<file path="src/rtl/serial_rx_port_pkg.sv">
// Shared types and helpers for the serial bus receive port.
// Provides FSM states, request-mode encodings and beat-count arithmetic.
package serial_bus_pkg;

    typedef enum logic [1:0] {
        IDLE = 2'd0,
        RECV = 2'd1,
        DONE = 2'd2
    } rx_state_e;

    localparam logic MODE_READ  = 1'b0;
    localparam logic MODE_WRITE = 1'b1;

    // Number of beats needed to move `width` bits over `lanes` wires.
    function automatic int beats(input int width, input int lanes);
        return (width + lanes - 1) / lanes;
    endfunction

    function automatic int max_int(input int a, input int b);
        return (a > b) ? a : b;
    endfunction

endpackage

</file>
<file path="src/rtl/serial_rx_port_lane_deserializer.sv">
// Shadow register filled LANES bits per beat (LSB first), committed to a
// held output only when the whole request has arrived.
module lane_deserializer #(
    parameter int WIDTH  = 12,
    parameter int LANES  = 1,
    parameter int BEAT_W = 4
) (
    input  logic              clk_i,
    input  logic              rst_ni,
    input  logic              load_i,
    input  logic              clear_i,
    input  logic              commit_i,
    input  logic [BEAT_W-1:0] beat_i,
    input  logic [LANES-1:0]  lanes_i,
    output logic [WIDTH-1:0]  value_o
);

    logic [WIDTH-1:0] shadow_q;
    logic [WIDTH-1:0] shadow_d;
    logic [WIDTH-1:0] value_q;
    logic [WIDTH-1:0] lane_vec;
    logic [WIDTH-1:0] lane_mask;
    int               shift_amt;

    // Beats that land past the field width shift completely out and are dropped.
    always_comb begin
        shift_amt = int'(beat_i) * LANES;
        lane_vec  = WIDTH'(lanes_i) << shift_amt;
        lane_mask = WIDTH'({LANES{1'b1}}) << shift_amt;
        shadow_d  = clear_i ? '0 : shadow_q;
        if (load_i) begin
            shadow_d = (shadow_d & ~lane_mask) | lane_vec;
        end
    end

    always_ff @(posedge clk_i) begin
        if (!rst_ni) begin
            shadow_q <= '0;
            value_q  <= '0;
        end else begin
            shadow_q <= shadow_d;
            if (commit_i) begin
                value_q <= shadow_d;
            end
        end
    end

    assign value_o = value_q;

endmodule

</file>
<file path="src/rtl/serial_rx_port.sv">
// Receive port: deserialises mode/address/write-data requests from the serial
// bus and holds the completed request until downstream acknowledges it.
module serial_rx_port
    import serial_bus_pkg::*;
#(
    parameter int ADDR_WIDTH = 12,
    parameter int DATA_WIDTH = 8,
    parameter int LANES      = 1
) (
    input  logic                  clk,
    input  logic                  reset,
    input  logic [LANES-1:0]      rx_address,
    input  logic [LANES-1:0]      rx_data,
    input  logic                  master_valid,
    input  logic                  read_en,
    input  logic                  write_en,
    input  logic                  rx_ack,
    output logic                  slave_ready,
    output logic                  rx_done,
    output logic                  rx_abort,
    output logic                  rx_is_write,
    output logic [ADDR_WIDTH-1:0] address,
    output logic [DATA_WIDTH-1:0] data
);

    localparam int ADDR_BEATS = beats(ADDR_WIDTH, LANES);
    localparam int DATA_BEATS = beats(DATA_WIDTH, LANES);
    localparam int LEN_RD     = ADDR_BEATS;
    localparam int LEN_WR     = max_int(ADDR_BEATS, DATA_BEATS);
    localparam int CNT_W      = $clog2(max_int(LEN_RD, LEN_WR) + 1);

    localparam logic [CNT_W-1:0] LEN_RD_C = CNT_W'(LEN_RD);
    localparam logic [CNT_W-1:0] LEN_WR_C = CNT_W'(LEN_WR);

    rx_state_e        state_q;
    logic [CNT_W-1:0] cnt_q;
    logic             mode_q;
    logic             slave_ready_q;
    logic             rx_done_q;
    logic             rx_abort_q;
    logic             rx_is_write_q;

    logic             start;
    logic             capture;
    logic             last_beat;
    logic             cur_write;
    logic [CNT_W-1:0] beat_idx;
    logic [CNT_W-1:0] req_len;

    // Decode which beat (if any) is captured this edge and whether it completes the request.
    always_comb begin
        start     = 1'b0;
        capture   = 1'b0;
        cur_write = mode_q;
        beat_idx  = '0;
        case (state_q)
            IDLE: begin
                if (master_valid && (read_en ^ write_en)) begin
                    start     = 1'b1;
                    capture   = 1'b1;
                    cur_write = write_en ? MODE_WRITE : MODE_READ;
                end
            end
            RECV: begin
                if (master_valid) begin
                    capture  = 1'b1;
                    beat_idx = cnt_q;
                end
            end
            default: begin
                capture = 1'b0;
            end
        endcase
        req_len   = (cur_write == MODE_WRITE) ? LEN_WR_C : LEN_RD_C;
        last_beat = capture && ((beat_idx + CNT_W'(1)) == req_len);
    end

    lane_deserializer #(
        .WIDTH  (ADDR_WIDTH),
        .LANES  (LANES),
        .BEAT_W (CNT_W)
    ) u_addr_des (
        .clk_i    (clk),
        .rst_ni   (reset),
        .load_i   (capture),
        .clear_i  (start),
        .commit_i (last_beat),
        .beat_i   (beat_idx),
        .lanes_i  (rx_address),
        .value_o  (address)
    );

    // Reads never load the data shadow, so the clear on start commits as zero.
    lane_deserializer #(
        .WIDTH  (DATA_WIDTH),
        .LANES  (LANES),
        .BEAT_W (CNT_W)
    ) u_data_des (
        .clk_i    (clk),
        .rst_ni   (reset),
        .load_i   (capture && (cur_write == MODE_WRITE)),
        .clear_i  (start),
        .commit_i (last_beat),
        .beat_i   (beat_idx),
        .lanes_i  (rx_data),
        .value_o  (data)
    );

    always_ff @(posedge clk) begin
        if (!reset) begin
            state_q       <= IDLE;
            cnt_q         <= '0;
            mode_q        <= MODE_READ;
            slave_ready_q <= 1'b0;
            rx_done_q     <= 1'b0;
            rx_abort_q    <= 1'b0;
            rx_is_write_q <= 1'b0;
        end else begin
            rx_abort_q <= 1'b0;
            case (state_q)
                IDLE: begin
                    slave_ready_q <= 1'b1;
                    rx_done_q     <= 1'b0;
                    if (start) begin
                        mode_q <= cur_write;
                        cnt_q  <= CNT_W'(1);
                        if (last_beat) begin
                            state_q       <= DONE;
                            rx_done_q     <= 1'b1;
                            slave_ready_q <= 1'b0;
                            rx_is_write_q <= cur_write;
                        end else begin
                            state_q <= RECV;
                        end
                    end else if (master_valid) begin
                        rx_abort_q <= 1'b1;
                    end
                end
                RECV: begin
                    if (master_valid) begin
                        cnt_q <= cnt_q + CNT_W'(1);
                        if (last_beat) begin
                            state_q       <= DONE;
                            rx_done_q     <= 1'b1;
                            slave_ready_q <= 1'b0;
                            rx_is_write_q <= mode_q;
                        end
                    end else begin
                        state_q    <= IDLE;
                        cnt_q      <= '0;
                        rx_abort_q <= 1'b1;
                    end
                end
                DONE: begin
                    if (rx_ack) begin
                        state_q       <= IDLE;
                        cnt_q         <= '0;
                        rx_done_q     <= 1'b0;
                        slave_ready_q <= 1'b1;
                    end
                end
                default: begin
                    state_q       <= IDLE;
                    cnt_q         <= '0;
                    slave_ready_q <= 1'b1;
                    rx_done_q     <= 1'b0;
                end
            endcase
        end
    end

    assign slave_ready = slave_ready_q;
    assign rx_done     = rx_done_q;
    assign rx_abort    = rx_abort_q;
    assign rx_is_write = rx_is_write_q;

endmodule
</file>
<file path="config.mk">
export PLATFORM = sky130hd
export DESIGN_NAME = serial_rx_port
export DESIGN_NICKNAME = d
export VERILOG_FILES = /design/src/rtl/serial_rx_port_pkg.sv /design/src/rtl/serial_rx_port_lane_deserializer.sv /design/src/rtl/serial_rx_port.sv
export SDC_FILE = /design/constraint.sdc
export NUM_CORES = 1
export LEC_CHECK = 0
export CAP_MARGIN = 20
export CORE_MARGIN = 8
export CORE_UTILIZATION = 45
export CTS_CLUSTER_DIAMETER = 100
export DETAILED_ROUTE_END_ITERATION = 10
export DONT_BUFFER_PORTS = 1
export PLACE_DENSITY = 0.57
export SYNTH_ARGS = -nofsm -noshare
export SYNTH_HDL_FRONTEND = slang
export SYNTH_SLANG_ARGS = --single-unit
</file>
<file path="constraint.sdc">
create_clock -name clk -period 2.3 [get_ports clk]
set_clock_uncertainty 0.2 [all_clocks]
set_input_delay 0.23 -clock clk [delete_from_list [all_inputs] [get_ports clk]]
set_output_delay 0.23 -clock clk [all_outputs]
set_load 0.05 [all_outputs]
</file>
==> results of run 1 <==
-- Yosys cell counts, types with 4 or more instances --
cell,count
o21ai_0,20
nor2_1,27
nand2b_1,6
buf_2,7
clkbuf_1,8
nand2_1,14
nand4_1,4
a31oi_1,7
nor2b_1,5
nand3_1,13
a21boi_0,4
and3_1,7
a21oi_1,23
inv_1,5
a32oi_1,4
dfxtp_1,51
-- routing by layer --
| metal | track usage | vias up | share of wire |
|---|---|---|---|
| met5 | 0 | - | 0 |
| met4 | 0.0501 | 0 | 0.011 |
| met3 | 0.0444 | 8 | 0.051 |
| met2 | 0.243 | 38 | 0.46 |
| met1 | 0.205 | 864 | 0.48 |
| li1 | - | 947 | - |
-- state kept, by name (all words and copies together), names as in the netlist --
name                 count
rx_done                  1
u_addr_des.value_o      12
cnt_q                    4
state_q                  2
rx_abort                 1
rx_is_write              1
u_data_des.value_o       8
slave_ready              1
u_data_des.shadow_q      8
u_addr_des.shadow_q     12
mode_q                   1
-- final timing paths --
kind                                          start                                 end
hold reg to reg   u_addr_des.shadow_q[8]$_SDFF_PN0_   u_addr_des.shadow_q[8]$_SDFF_PN0_
setup reg to reg            state_q[0]$_SDFFE_PN0P_  u_addr_des.value_o[2]$_SDFFE_PN0P_
hold / removal                           rx_address   u_addr_des.shadow_q[6]$_SDFF_PN0_
setup / recovery            state_q[0]$_SDFFE_PN0P_  u_addr_des.value_o[2]$_SDFFE_PN0P_
-- critical path, cell delays in order, from the launching register on --
cell and delay (ps):
dfxtp_1 440, buf_4 180, nand4b_1 220, or4_1 500
a32o_1 260, nor2_1 110, nor2_1 50
-- report_power, final --
group          internal [mW]  total (mW)  switching, mW
sequential             0.892       0.910         0.0176
combinational         0.0557       0.151         0.0950
clock                  0.319       0.596          0.277
total                   1.27        1.66          0.389
-- timing repair --
action                                 CTS  global route
endpoints found under the hold margin   35             0
setup endpoints to repair                0             3
gates resized for setup                  0             2
hold buffers                             5             0
-- kinds of logic (layout without fill, tap and decap cells) --
family | count (synthesis) | in the layout
AND/OR/NAND/NOR | 91 | 91
flip-flops | 51 | 51
AO/OA/AOI/OAI | 83 | 83
buffers and inverters | 25 | 35
multiplexers | 3 | 3
XOR/XNOR | 1 | 1
adder cells (fa/ha/maj) | 3 | 3
-- cell type report --
cell class	count	share of cell area
clock buffers	6	0.0287
clock inverters	1	0.0119
inverters	7	0.0104
multi-input cells	181	0.444
flip-flops and latches	51	0.404
well taps	67	0.0332
repair buffers	21	0.0683
==> impl_results.md, run 1 <==
- Outcome: finished, final reports clean
- Post-synthesis mux area share: 0.0133
- FF+latch count, synth: 51
- Fmax: 483 MHz
- Min Clock Period, post-route: 2070 ps
- Cell area after layout: 2530 µm²
- Initial antenna violation count: 0
- CP Class: flip-flop to flip-flop
- Slew Limit Fails: 0
- TritonCTS clock tree: built
- Cell Pwr Density: 655 nW/µm²
- Top cells by area, synth: dfxtp_1 45%, a21oi_1 5.1%, nor2_1 4.5%
- Flop2flop setup slack: 230 ps
- Post-route setup TNS: 0 ps
- Worst Reg-to-Reg Cells: 6
- Initial Utilization: 0.471
- Startpoint Class: flip-flop
- CTS H-tree depth: 2
- Final setup viols: 0
- # diodes: 0
- CP required: 2300 ps
- Total number of yosys warnings: 0
- Max VDD drop: 0.000356 V
- Drt wl/cell: 16.6 µm
- Share of layout cells above drive strength 1: 0.124
- Routed WL: 5540 µm
- Async S/R FF share, synth: 0
- Die area: 7520 µm²
- # fillers: 482
- Slew at the pin closest to its max-slew limit: 872 ps
- Final Hold Vio Count: 0
- Lkg Pwr: 1.01 nW
- Top cell type's share of synthesized area: 0.453
- Hold WS: 15.0 ps
- Synthesized area: 2250 µm²
- Synth Area in Adders: 0.0167
- Area after DPL: 2360 µm²
- Worst-path clk slew: 90 ps
- Gr usage total: 0.157
- First-pass DRT Iterations: 4
- Rel. slew slack: 0.419
- Clk sink count: 51
- Pwr Total: 1.66 mW
- Core Rows: 25
- Syn-to-layout area delta: 12.2%
- EDFF count, synth: 0
- Synth Net Count: 268
- Crit path capture type: flip-flop
- Pin count of the biggest net entering global routing: 27
- Post-detail-place hpwl: 3890 µm
- Hold Path Class: input port to flip-flop
- Final cycle utilization of the critical path: 0.900
- Layout Nets: 278
- Post-synthesis sequential area ratio: 0.453
- Post-synthesis xor/xnor area fraction: 0.00722
- Final setup margin: 231 ps
- Area taken by multi-input logic gates: 1120 µm²
- RSZ-0062 raised after global routing: no
- Post-Place Setup Slack: 214 ps
- Post-Syn Area per Cell: 8.76 µm²
- RD Place Congestion: 0.853
- Die width: 86.7 µm
- Most common cell after layout, fill and taps aside: dfxtp_1
- I/O pin count: 32
- Reg area: 1020 µm²
- Non-Filler Instances: 334
- Inst Count DP: 322
- Die Span Y: 86.7 µm
- Post-synth cell types: 52
- Routed vias: 1,857
- Area leader, netlist: dfxtp_1
- Drt first-iter violations: 141
- Commonest non-fill, non-tap cells in the layout: 51 x dfxtp_1, 27 x nor2_1, 23 x a21oi_1
- Root Driver: clkbuf_8
- Total gr overflow: 0
- Via density: 5.56
- Antenna viol nets, final: 0
- Global-route wire length before repair: 9290 µm
- DRC violations left: 0
- Total CTS buffers: 5
- Port Buffers: 0
- Largest family of logic cells by synthesized area: compound AO/OA/AOI/OAI gates
- MaxCap Viol Count: 0
- Final Util: 0.528
- Max Fanout on Critical Path: 5
- Syn Inst Count: 257
- Post-CTS Setup Inserts: 0
- Fraction of the mapped netlist area in compound gates: 0.242
- Clock Path Buffers: 2
- Synth Flop Type: dfxtp_1
- Cells on Worst Hold Path: 3
- WP data arrival: 2070 ps
- Vias in the first global route: 1,801
- CORE AREA: 4790 µm²
- Clock Latency Late Sink: 300 ps
- Post-Synth Simple-Gate Area: 0.215
Note: power is estimated with default switching activity, not from simulation.
==> run 2, diff against run 1 <==
--- a/config.mk
+++ b/config.mk
@@ -5,13 +5,14 @@
 export SDC_FILE = /design/constraint.sdc
 export NUM_CORES = 1
 export LEC_CHECK = 0
+export BUFFER_PORTS_ARGS = -buffer_cell sky130_fd_sc_hd__buf_4
 export CAP_MARGIN = 20
 export CORE_MARGIN = 8
 export CORE_UTILIZATION = 45
 export CTS_CLUSTER_DIAMETER = 100
 export DETAILED_ROUTE_END_ITERATION = 10
-export DONT_BUFFER_PORTS = 1
-export PLACE_DENSITY = 0.57
+export GPL_ROUTABILITY_DRIVEN = 0
+export PLACE_DENSITY = 0.62
 export SYNTH_ARGS = -nofsm -noshare
 export SYNTH_HDL_FRONTEND = slang
 export SYNTH_SLANG_ARGS = --single-unit
==> run 2 against run 1 <==
Setup slack improved by 0.79 ps; die area did not move; register-to-register slack barely moved; count of clock-buffer cells in the layout did not move; maximum frequency barely moved; sequential share of layout area fell by 2.1 points; flip-flop and latch count did not move; largest cell class unchanged; critical endpoint is now u_data_des.shadow_q[2]$_SDFF_PN0_; cell count rose by 6.9%; sequential power fell by 0.7%; critical path depth did not move; largest power group unchanged; clock power fell by 7.0%; utilization rose by 2.9 points.
==> impl_results.md, run 2 (same netlist as run 1, synthesis figures left out) <==
- Outcome: finished, final reports clean
- Drt first-iter violations: 136 (-3.5%)
- Flop2flop setup slack: 230 ps (about the same)
- Final Hold Vio Count: 0 (unchanged)
- Global-route wire length before repair: 9380 µm (+0.97%)
- Drt wl/cell: 15.1 µm (-9.1%)
- Die width: 86.7 µm (unchanged)
- Antenna viol nets, final: 0 (unchanged)
- Area after DPL: 2570 µm² (+8.6%)
- Hold Crit Endpoint: state_q[0]$_SDFFE_PN0P_
- Max stage delay on crit path: 510 ps (about the same)
- Clock Path Buffers: 2 (unchanged)
- WP data arrival: 2100 ps (+30 ps)
- Core Rows: 25 (unchanged)
- Pwr Total: 1.62 mW (-2.4%)
- Crit path capture type: flip-flop
- MaxCap Viol Count: 0 (unchanged)
- Die Span Y: 86.7 µm (unchanged)
- Cells on Worst Hold Path: 3 (unchanged)
- Worst-path clk slew: 90 ps (about the same)
- Initial antenna violation count: 0 (unchanged)
- Cell Pwr Density: 606 nW/µm² (-7.5%)
- Total gr overflow: 0 (unchanged)
- Share of layout cells above drive strength 1: 0.214 (+0.0902)
- Worst R2R End: u_data_des.shadow_q[2]$_SDFF_PN0_
- Gr usage total: 0.157 (-0.000746)
- Vias in the first global route: 1,848 (+2.6%)
- Hold path startpoint: master_valid
- I/O pin count: 32 (unchanged)
- CP Class: flip-flop to flip-flop
- Clk sink count: 51 (unchanged)
- Most common cell after layout, fill and taps aside: dfxtp_1
- Cell area after layout: 2670 µm² (+5.5%)
- Critical path's slowest cell: or4_4
- Crit path cell chain: buf_4, nor3b_4, a21o_2, a21oi_2, or4_4, o31ai_2
- Total CTS buffers: 5 (unchanged)
- First-pass DRT Iterations: 4 (unchanged)
- # diodes: 0 (unchanged)
- Die area: 7520 µm² (unchanged)
- Slew at the pin closest to its max-slew limit: 533 ps (-339 ps)
- DRC violations left: 0 (unchanged)
- Via density: 5.51 (-0.95%)
- Worst Reg-to-Reg Cells: 6 (unchanged)
- Max Fanout on Critical Path: 6 (+1)
- CP required: 2340 ps (+40 ps)
- Final setup viols: 0 (unchanged)
- Rel. slew slack: 0.644 (+0.226)
- Startpoint Class: flip-flop
- Fmax: 484 MHz (about the same)
- Final cycle utilization of the critical path: 0.899 (about the same)
- CP top delay family: simple AND/OR/NAND/NOR gates
- Clock Latency Late Sink: 310 ps (about the same)
- Post-route setup TNS: 0 ps (unchanged)
- Pin count of the biggest net entering global routing: 29 (+7.4%)
- Port Buffers: 31 (+31)
- Initial Utilization: 0.471 (unchanged)
- Post-detail-place hpwl: 3820 µm (-1.8%)
- Reg2reg start: state_q[1]$_SDFFE_PN0P_
- CP bufs+invs: 1 (unchanged)
- Max VDD drop: 0.000372 V (+4.3%)
- Layout Nets: 300 (+7.9%)
- Hold Path Class: input port to flip-flop
- Commonest non-fill, non-tap cells in the layout: 50 x dfxtp_1, 43 x buf_4, 27 x nor2_1
- RSZ-0062 raised after global routing: no
- TritonCTS clock tree: built
- Routed vias: 1,966 (+5.9%)
- Lkg Pwr: 1.11 nW (+10%)
- Slew Limit Fails: 0 (unchanged)
- Syn-to-layout area delta: 18.4%
- Routed WL: 5390 µm (-2.8%)
- CTS H-tree depth: 2 (unchanged)
- Min Clock Period, post-route: 2070 ps (-0.790 ps)
- CORE AREA: 4790 µm² (unchanged)
- Root Driver: clkbuf_8
-- run 2: worst min-delay path, stage by stage --
cell	delay (ps)
buf_4	140
nand2_1	60
a211oi_1	70
-- run 2: layout make-up --
class	instances	area [µm²]
fillers	477	2120
inverters	7	26.3
well taps	67	83.8
clock inverters	2	16.3
repair buffers	43	323
clock buffers	6	82.6
multi-input cells	181	1110
flip-flops and latches	51	1020
-- run 2: worst max path at each step --
stage,from,endpoint,slack (ps),cells after the start
after detailed placement,state_q[0]$_SDFFE_PN0P_,u_data_des.value_o[4]$_SDFFE_PN0P_,200,8
after floorplan,state_q[1]$_SDFFE_PN0P_,state_q[1]$_SDFFE_PN0P_,230,9
after global placement,state_q[1]$_SDFFE_PN0P_,u_data_des.shadow_q[2]$_SDFF_PN0_,240,6
final,state_q[1]$_SDFFE_PN0P_,u_data_des.shadow_q[2]$_SDFF_PN0_,230,6
after global routing,state_q[1]$_SDFFE_PN0P_,u_addr_des.value_o[8]$_SDFFE_PN0P_,40,7
after CTS,state_q[0]$_SDFFE_PN0P_,u_addr_des.value_o[1]$_SDFFE_PN0P_,180,8
-- run 2: metrics by stage --
stage          setup WS (ps)   util  hold slack (ps)  cells
2_1_floorplan            231      -              182    257
3_3_place_gp             237  0.536              243    349
3_5_place_dp             195  0.536              247    349
4_1_cts                  179  0.557             15.1    357
5_1_grt                 36.3  0.557             35.1    357
6_report                 232  0.557             25.0    357
-- run 2: repair_timing --
action	in CTS	in global routing
endpoints found under the setup margin	0	6
resized for setup	0	1
hold buffers	0	0
buffers inserted	0	0
-- run 2: power breakdown --
part | switching [mW] | internal [mW] | leakage (nW)
Sequential | 0.0116 | 0.893 | 0.412
Clock | 0.308 | 0.246 | 0.0474
Combinational | 0.104 | 0.0546 | 0.649
Total | 0.424 | 1.19 | 1.11
-- run 2: layer usage --
metal	up-vias	global-route usage	wire, µm
met4	0	0.0516	71
li1	1004	-	-
met2	47	0.239	2360
met3	7	0.0406	385
met1	908	0.207	2570
met5	-	0	0
==> run 3, diff against run 2 <==
--- a/config.mk
+++ b/config.mk
@@ -8,11 +8,11 @@
 export BUFFER_PORTS_ARGS = -buffer_cell sky130_fd_sc_hd__buf_4
 export CAP_MARGIN = 20
 export CORE_MARGIN = 8
-export CORE_UTILIZATION = 45
+export CORE_UTILIZATION = 54
 export CTS_CLUSTER_DIAMETER = 100
 export DETAILED_ROUTE_END_ITERATION = 10
 export GPL_ROUTABILITY_DRIVEN = 0
-export PLACE_DENSITY = 0.62
+export PLACE_DENSITY = 0.73
 export SYNTH_ARGS = -nofsm -noshare
 export SYNTH_HDL_FRONTEND = slang
 export SYNTH_SLANG_ARGS = --single-unit
==> run 3 against run 2 <==
First-iteration DRC count decreased by 6.6%; sequential share of layout area hardly changed; combinational power is essentially flat; setup slack lost 40 ps; flip-flop and latch count stayed put.
==> impl_results.md, run 3 (same netlist as run 1, synthesis figures left out) <==
- Most common cell after layout, fill and taps aside: dfxtp_1
- TritonCTS clock tree: built
- Total gr overflow: 0 (unchanged)
- Fmax: 474 MHz (-1.9%)
- Clk sink count: 51 (unchanged)
- CP required: 2290 ps (-50 ps)
- Core Rows: 23 (-8.0%)
- Cell Pwr Density: 646 nW/µm² (+6.5%)
- Routed vias: 1,973 (+0.36%)
- # diodes: 0 (unchanged)
- Post-route setup TNS: 0 ps (unchanged)
- Syn-to-layout area delta: 18.4% (unchanged)
- First-pass DRT Iterations: 4 (unchanged)
- Final setup margin: 192 ps (-40.3 ps)
- Die area: 6490 µm² (-14%)
- Pin count of the biggest net entering global routing: 20 (-31%)
- Post-CTS Setup Inserts: 0 (unchanged)
- Clock Path Buffers: 2 (unchanged)
- Hold Path Class: input port to flip-flop
- Antenna viol nets, final: 0 (unchanged)
- RSZ-0062 raised after global routing: no
- Port Buffers: 31 (unchanged)
- Post-Place Setup Slack: 219 ps (+23.4 ps)
- DRC violations left: 0 (unchanged)
- I/O pin count: 32 (unchanged)
- Vias in the first global route: 1,710 (-7.5%)
- Startpoint Class: flip-flop
- Root Driver: clkbuf_8
- Max stage delay on crit path: 470 ps (-40 ps)
- Share of layout cells above drive strength 1: 0.210 (-0.00345)
- Routed WL: 5260 µm (-2.3%)
- WP data arrival: 2100 ps (about the same)
- Die width: 80.6 µm (-7.1%)
- Slew at the pin closest to its max-slew limit: 519 ps (-14.7 ps)
- CTS resizes: 0 (unchanged)
- Gr usage total: 0.168 (+0.0117)
- Drt wl/cell: 15.5 µm (+2.6%)
- CP bufs+invs: 2 (+1)
- CP top delay family: flip-flops
- Final Hold Vio Count: 0 (unchanged)
- Outcome: finished, final reports clean
- Layout Nets: 300 (unchanged)
- Via density: 5.80 (+5.4%)
- Initial Utilization: 0.563 (+0.0924)
- CTS H-tree depth: 2 (unchanged)
- Final Util: 0.667 (+0.109)
- Final setup viols: 0 (unchanged)
- Max Fanout on Critical Path: 19 (+13)
- CORE AREA: 4000 µm² (-16%)
- CP Class: flip-flop to flip-flop
- Inst Count DP: 332 (-4.9%)
- Total CTS buffers: 5 (unchanged)
- Clock Latency Late Sink: 310 ps (about the same)
- Die Span Y: 80.6 µm (-7.1%)
- Min Clock Period, post-route: 2110 ps (+40.3 ps)
- Commonest non-fill, non-tap cells in the layout: 51 x dfxtp_1, 43 x buf_4, 27 x nor2_1
- Initial antenna violation count: 0 (unchanged)
- Slew Limit Fails: 0 (unchanged)
- Final cycle utilization of the critical path: 0.917 (+0.0175)
- Lkg Pwr: 1.12 nW (+1.4%)
- MaxCap Viol Count: 0 (unchanged)
- Non-Filler Instances: 340 (-4.8%)
- Rel. slew slack: 0.654 (+0.00983)
- Worst-path clk slew: 100 ps (about the same)
- Global-route wire length before repair: 8520 µm (-9.2%)
- CTS Hold Bufs: 0 (unchanged)
- Crit path capture type: flip-flop
- Post-detail-place hpwl: 3810 µm (-0.16%)
- Drt first-iter violations: 127 (-6.6%)
- Critical path's slowest cell: dfxtp_1
- Max VDD drop: 0.000464 V (+25%)
- Crit path cell chain: and4b_1, nand2_1, inv_2, ha_1, o211a_1, buf_4, o21ai_0, a21oi_1
==> run 3: cell types whose count changed in the layout (fill, tap and decap cells not counted), sizes merged <==
| cell | before | now |
|---|---|---|
| clkinvlp | 1 | 0 |
| inv | 6 | 7 |
| clkinv | 2 | 1 |
| bufinv | 0 | 1 |
==> run 3: worst paths after layout <==
check                                          start                            endpoint  cells past startpoint  slack (ps)
hold reg to reg   u_data_des.value_o[0]$_SDFFE_PN0P_  u_data_des.value_o[0]$_SDFFE_PN0P_                      2         260
setup reg to reg             state_q[0]$_SDFFE_PN0P_  u_addr_des.value_o[1]$_SDFFE_PN0P_                      8         190
setup / recovery             state_q[0]$_SDFFE_PN0P_  u_addr_des.value_o[1]$_SDFFE_PN0P_                      8         190
hold / removal                                 reset  u_addr_des.value_o[2]$_SDFFE_PN0P_                      3          20
==> run 3: where the power goes <==
group          internal [mW]  switching [mW]
Combinational         0.0565           0.103
Clock                  0.358           0.301
Sequential             0.892          0.0121
Total                   1.31           0.416
==> run 3: per-layer routing <==
metal  wire, µm  GRT usage  part of all wire
met3        333     0.0525             0.063
met1       2410      0.216              0.46
met4        110     0.0691             0.021
met5          0          0                 0
met2       2410      0.253              0.46
==> run 3: worst register-to-register path: stages, from the launching register on <==
cell	delay, ps
dfxtp_1	470
and4b_1	250
nand2_1	80
inv_2	120
ha_1	260
o211a_1	170
buf_4	200
o21ai_0	180
a21oi_1	60
==> run 3: stage by stage <==
| stage | instance area [µm²] | total power [mW] | hold slack, ps |
|---|---|---|---|
| floorplan | 2250 | 1.03 | 182 |
| global placement | 2550 | 1.08 | 243 |
| detailed placement | 2550 | 1.08 | 249 |
| CTS | 2670 | 1.74 | 16.8 |
| global route | 2670 | 1.79 | 22.7 |
| finish | 2670 | 1.72 | 24.5 |
==> run 3: final cells by class <==
| cell class | instances | area (µm²) |
|---|---|---|
| clock inverters | 2 | 38.8 |
| clock buffers | 6 | 82.6 |
| inverters | 7 | 26.3 |
| repair buffers | 43 | 323 |
| flip-flops and latches | 51 | 1020 |
| well taps | 50 | 62.6 |
| fillers | 354 | 1330 |
| multi-input cells | 181 | 1110 |
